**src/rtl/tdm_pkg.sv**
```systemverilog
// Shared TDM framing constants and types used by the mux-side select generator
// and the receive-side demultiplexer.
`timescale 1ns/1ps
package tdm_pkg;

    localparam int NUM_CH = 4;
    localparam int SLOT_W = 2;

    typedef logic [SLOT_W-1:0] slot_t;

    localparam slot_t SLOT_FIRST = 2'd0;
    localparam slot_t SLOT_LAST  = 2'd3;

    // What the slot counter does with the current valid sample.
    typedef enum logic [1:0] {
        ACT_HOLD,
        ACT_ADV,
        ACT_RESTART,
        ACT_UNLOCK
    } act_e;

    function automatic slot_t slot_next(input slot_t s);
        return (s == SLOT_LAST) ? SLOT_FIRST : s + slot_t'(1);
    endfunction

endpackage

```
**src/rtl/tdm_slot_ctr.sv**
```systemverilog
// Slot counter and lock flag for the TDM demultiplexer. restart takes the
// current sample as slot 0, unlock drops alignment, adv steps to the next slot.
`timescale 1ns/1ps
module tdm_slot_ctr
    import tdm_pkg::*;
(
    input  logic              clk,
    input  logic              rst,
    input  logic              adv,
    input  logic              restart,
    input  logic              unlock,
    output logic [SLOT_W-1:0] slot,
    output logic              locked
);

    slot_t slot_nxt;
    logic  locked_nxt;

    always_ff @(posedge clk) begin
        // NOTE: non-blocking assignments in clocked blocks so every register
        // samples pre-edge values regardless of statement order.
        if (rst) begin
            slot   <= SLOT_FIRST;
            locked <= 1'b0;
        end else begin
            slot   <= slot_nxt;
            locked <= locked_nxt;
        end
    end

    always_comb begin
        // NOTE: defaults first so no path through this block leaves a
        // variable unassigned, which would infer a latch.
        slot_nxt   = slot;
        locked_nxt = locked;
        if (restart) begin
            slot_nxt   = slot_next(SLOT_FIRST);
            locked_nxt = 1'b1;
        end else if (unlock) begin
            slot_nxt   = SLOT_FIRST;
            locked_nxt = 1'b0;
        end else if (adv) begin
            slot_nxt   = slot_next(slot);
        end
    end

endmodule

```
**src/rtl/tdm_demux_1x4.sv**
```systemverilog
// 1:4 TDM demultiplexer: reassembles 4-slot frames into a parallel word.
// Optional macro TDM_DEMUX_ERR_CNT_EN adds a saturating sync error counter.
`timescale 1ns/1ps
module tdm_demux_1x4
    import tdm_pkg::*;
#(
    parameter int WIDTH = 1
) (
    input  logic                    clk,
    input  logic                    rst,
    input  logic [WIDTH-1:0]        din,
    input  logic                    din_valid,
    input  logic                    frame_start,
    output logic [SLOT_W-1:0]       slot,
    output logic [NUM_CH*WIDTH-1:0] dout,
    output logic                    dout_valid,
    output logic                    sync_err,
    output logic                    locked
`ifdef TDM_DEMUX_ERR_CNT_EN
    ,
    output logic [7:0]              err_cnt
`endif
);

    act_e act;
    logic err;
    logic frame_done;

    // Channels 0..NUM_CH-2 wait here until the last slot arrives.
    logic [NUM_CH-2:0][WIDTH-1:0] shadow;

    tdm_slot_ctr u_slot_ctr (
        .clk     (clk),
        .rst     (rst),
        .adv     (act == ACT_ADV),
        .restart (act == ACT_RESTART),
        .unlock  (act == ACT_UNLOCK),
        .slot    (slot),
        .locked  (locked)
    );

    always_comb begin
        act        = ACT_HOLD;
        err        = 1'b0;
        frame_done = 1'b0;
        if (din_valid) begin
            if (frame_start) begin
                // A frame_start while mid-frame abandons the partial frame.
                act = ACT_RESTART;
                err = locked && (slot != SLOT_FIRST);
            end else if (locked) begin
                if (slot == SLOT_FIRST) begin
                    act = ACT_UNLOCK;
                    err = 1'b1;
                end else begin
                    act        = ACT_ADV;
                    frame_done = (slot == SLOT_LAST);
                end
            end
        end
    end

    always_ff @(posedge clk) begin
        // NOTE: the shadow array is reset too, so a frame completed right
        // after reset can never expose stale channel data.
        if (rst) begin
            shadow     <= '0;
            dout       <= '0;
            dout_valid <= 1'b0;
            sync_err   <= 1'b0;
        end else begin
            dout_valid <= frame_done;
            sync_err   <= err;
            if (act == ACT_RESTART)
                shadow[0] <= din;
            for (int i = 1; i < NUM_CH - 1; i++) begin
                if (act == ACT_ADV && slot == slot_t'(i))
                    shadow[i] <= din;
            end
            if (frame_done)
                dout <= {din, shadow};
        end
    end

`ifdef TDM_DEMUX_ERR_CNT_EN
    always_ff @(posedge clk) begin
        if (rst)
            err_cnt <= 8'd0;
        else if (err && err_cnt != 8'hFF)
            err_cnt <= err_cnt + 8'd1;
    end
`endif

endmodule

```
**config.mk**
```make
export PLATFORM = sky130hd
export DESIGN_NAME = tdm_demux_1x4
export DESIGN_NICKNAME = d
export VERILOG_FILES = /design/src/rtl/tdm_pkg.sv /design/src/rtl/tdm_slot_ctr.sv /design/src/rtl/tdm_demux_1x4.sv
export SDC_FILE = /design/constraint.sdc
export NUM_CORES = 1
export LEC_CHECK = 0
export BUFFER_PORTS_ARGS = -buffer_cell sky130_fd_sc_hd__buf_4
export CORE_AREA = 2 2 39 41
export DETAILED_ROUTE_END_ITERATION = 8
export DIE_AREA = 0 0 41 43
export GPL_ROUTABILITY_DRIVEN = 0
export PLACE_DENSITY = 0.65
export SYNTH_ARGS = -nofsm -noshare
export SYNTH_HDL_FRONTEND = slang
export SYNTH_SLANG_ARGS = --single-unit
export TNS_END_PERCENT = 50
```
**constraint.sdc**
```tcl
create_clock -name clk -period 1.6 [get_ports clk]
set_input_delay 0.08 -clock clk [delete_from_list [all_inputs] [get_ports clk]]
set_output_delay 0.08 -clock clk [all_outputs]
set_load 0.03 [all_outputs]
```
==> summary.txt <==
STA
  – Final hold violation count: 0
  – Slew @ Worst Pin: 230 ps
  – Fmax: 0.707 GHz
  – Final period utilization: 0.884
  – Slew Viols, Final: 0
  – TNS Setup: 0 ps
  – Max_slew headroom: 0.844
  – Skew final: 5.01 ps
  – Unrepaired setup endpoints after global routing: no
  – Final setup fails: 0
  – Hold_ws: 42.4 ps
  – Post-route minimum period: 1410 ps

Power and ir drop
  – Tot Pwr: 614 uW
  – Power Density: 898 nW/um2
  – Leak: 0.000348 uW
  – Maximum vdd ir drop: 0.000421 V

Clocking
  – Post_cts resized: 0
  – Setup bufs post-CTS: 0
  – CTS tree: done
  – Clk sinks: 12
  – Clock tree buffer depth: 2
  – Htree depth: 1
  – Clock transition at path regs: 80 ps
  – Hold-fix buffers at CTS: 0
  – TritonCTS buffer count: 3
  – Clk_lat worst skew: 280 ps
  – Root buf cell: clkbuf_4

Setup path
  – Crit-path max FO: 6
  – Crit path buffers/inverters: 1
  – Max incr delay on CP: 430 ps
  – Crit-path cells: inv_1 -> ha_1 -> and4bb_1 -> nand2_1 -> mux2i_1
  – CP Class: register to register
  – CP required: 1770 ps
  – Delay-heaviest family, CP: flip-flops
  – Worst path slowest cell: dfxtp_1
  – Crit end category: register
  – Crit path arrival time: 1580 ps
  – CP startpoint kind: register

Floorplan
  – Die Area: 1760 um2
  – CORE AREA: 1380 um2
  – Row cnt: 14
  – Die X: 41 um
  – Number of I/O pins: 14
  – Initial core utilization: 0.392
  – Die Height: 43 um

Place
  – DP HPWL: 747 um
  – IO buf count: 13

Synthesis
  – FF+latch count, synth: 12
  – Gate Count Post-Synth: 56
  – Mapped Nets: 65
  – Ys Warns: 0
  – Seq/Total Area, Yosys: 0.443
  – Mean post-synth cell area: 9.67 um2
  – Distinct cell type count after synthesis: 19
  – Cell area after synthesis: 542 um2

Detailed routing
  – Via count: 447
  – Final ANT Viol Nets: 0
  – Routed WL: 1020 um
  – First DRT Iteration DRCs: 3
  – DR vias/cell: 5.14
  – DRC Markers: 0
  – First-pass iteration count of the detailed router: 4
  – DR WL/cell: 11.8 um

Finish
  – # fillers: 131
  – Layout area overhead: 26.3%
  – Commonest non-fill, non-tap cells in the layout: buf_4, dfxtp_1, nand2_1
  – Core Util, Final: 0.495
  – Net count, final: 81
  – Commonest non-fill, non-tap cell in the layout: buf_4
  – ANT cells: 0
  – Share of layout cells above drive strength 1: 0.268

GRT
  – Largest net degree at the start of global routing: 14
  – Antenna violations before repair: 0
  – GRT overflow: 0
  – Vias in the first global route: 429
  – All-Layer GR Usage: 0.146
  – First-pass GRT wire length: 1700 um

Hold path
  – Worst hold path class: input port to register

Outcome
  – Status: complete, no violations

Flow run
  – Max cap viols: 0
layout make-up:
| cell class | instances | area [um2] | area share |
|---|---|---|---|
| inverter | 2 | 7.51 | 0.0110 |
| multi-input combinational | 40 | 283 | 0.413 |
| sequential | 12 | 240 | 0.351 |
| tap | 16 | 20.0 | 0.0293 |
| timing repair buffer | 13 | 97.6 | 0.143 |
| clock buffer | 4 | 36.3 | 0.0530 |
cell usage after synthesis:
master     n  area [um2]
a21o_1     1        7.51
a211oi_2   1        12.5
nand3_1    1        5.00
nor3_1     1        5.00
nor2_1     6        22.5
nand2b_1   4        25.0
inv_1      2        7.51
clkbuf_1   1        3.75
a21oi_1    3        15.0
nand2_1    8        30.0
xnor2_1    1        8.76
mux2i_1    6        60.1
nand4b_2   1        15.0
o21ai_0    1        5.00
dfxtp_1   12         240
nor4b_1    1        8.76
buf_4      1        7.51
ha_1       4        50.1
and4bb_1   1        12.5
flip-flops by register name (all words and copies together) (netlist names):
signal and cells:
sync_err 1, dout 4, shadow 3, dout_valid 1
u_slot_ctr.slot 2, u_slot_ctr.locked 1
logic make-up (layout without fill, tap and decap cells):
family / Yosys count / in the layout / share of synthesized area
DFF: 12 / 12 / 0.443
buffers and inverters: 4 / 19 / 0.0346
xor gates and xnor gates: 1 / 1 / 0.0162
adders and majority gates: 4 / 4 / 0.0924
and+or+nand+nor: 23 / 23 / 0.229
AOI/OAI and AO/OA: 6 / 6 / 0.0739
muxes: 6 / 6 / 0.111
worst reg2reg max path: cells and delay by family (launching register included):
family	cells	cell delay, ps
simple gates	2	400
mux	1	120
buf+inv	1	100
fa+ha+maj	1	260
flops	1	430
where the power goes:
part	switching, uW	total, uW	internal, uW
clock	109	247	139
sequential	6.50	310	303
combinational	32.5	57.3	24.9
final timing paths:
path | startpoint | endpoint | slack, ps | cells after the start
min | din_valid | u_slot_ctr.slot[1]$_SDFFE_PP0P_ | 40 | 2
min reg2reg | shadow[0]$_SDFFE_PP0P_ | shadow[0]$_SDFFE_PP0P_ | 460 | 2
max | u_slot_ctr.slot[0]$_SDFFE_PP0P_ | shadow[2]$_SDFFE_PP0P_ | 190 | 5
max reg2reg | u_slot_ctr.slot[0]$_SDFFE_PP0P_ | shadow[2]$_SDFFE_PP0P_ | 190 | 5
per-layer routing:
layer  track usage  part of all wire  vias up
li1              -                 -      219
met2         0.231              0.51       12
met4         0.100             0.026        0
met3        0.0471             0.050        4
met5             0                 0        -
met1         0.154              0.41      212
stage by stage:
step	worst slack, ps	cells	area [um2]
4_1_cts	181	87	684
5_1_grt	112	87	684
3_5_place_dp	195	83	648
2_1_floorplan	79.0	56	542
3_3_place_gp	264	83	648
6_report	186	87	684
(Power assumes the default switching activity.)
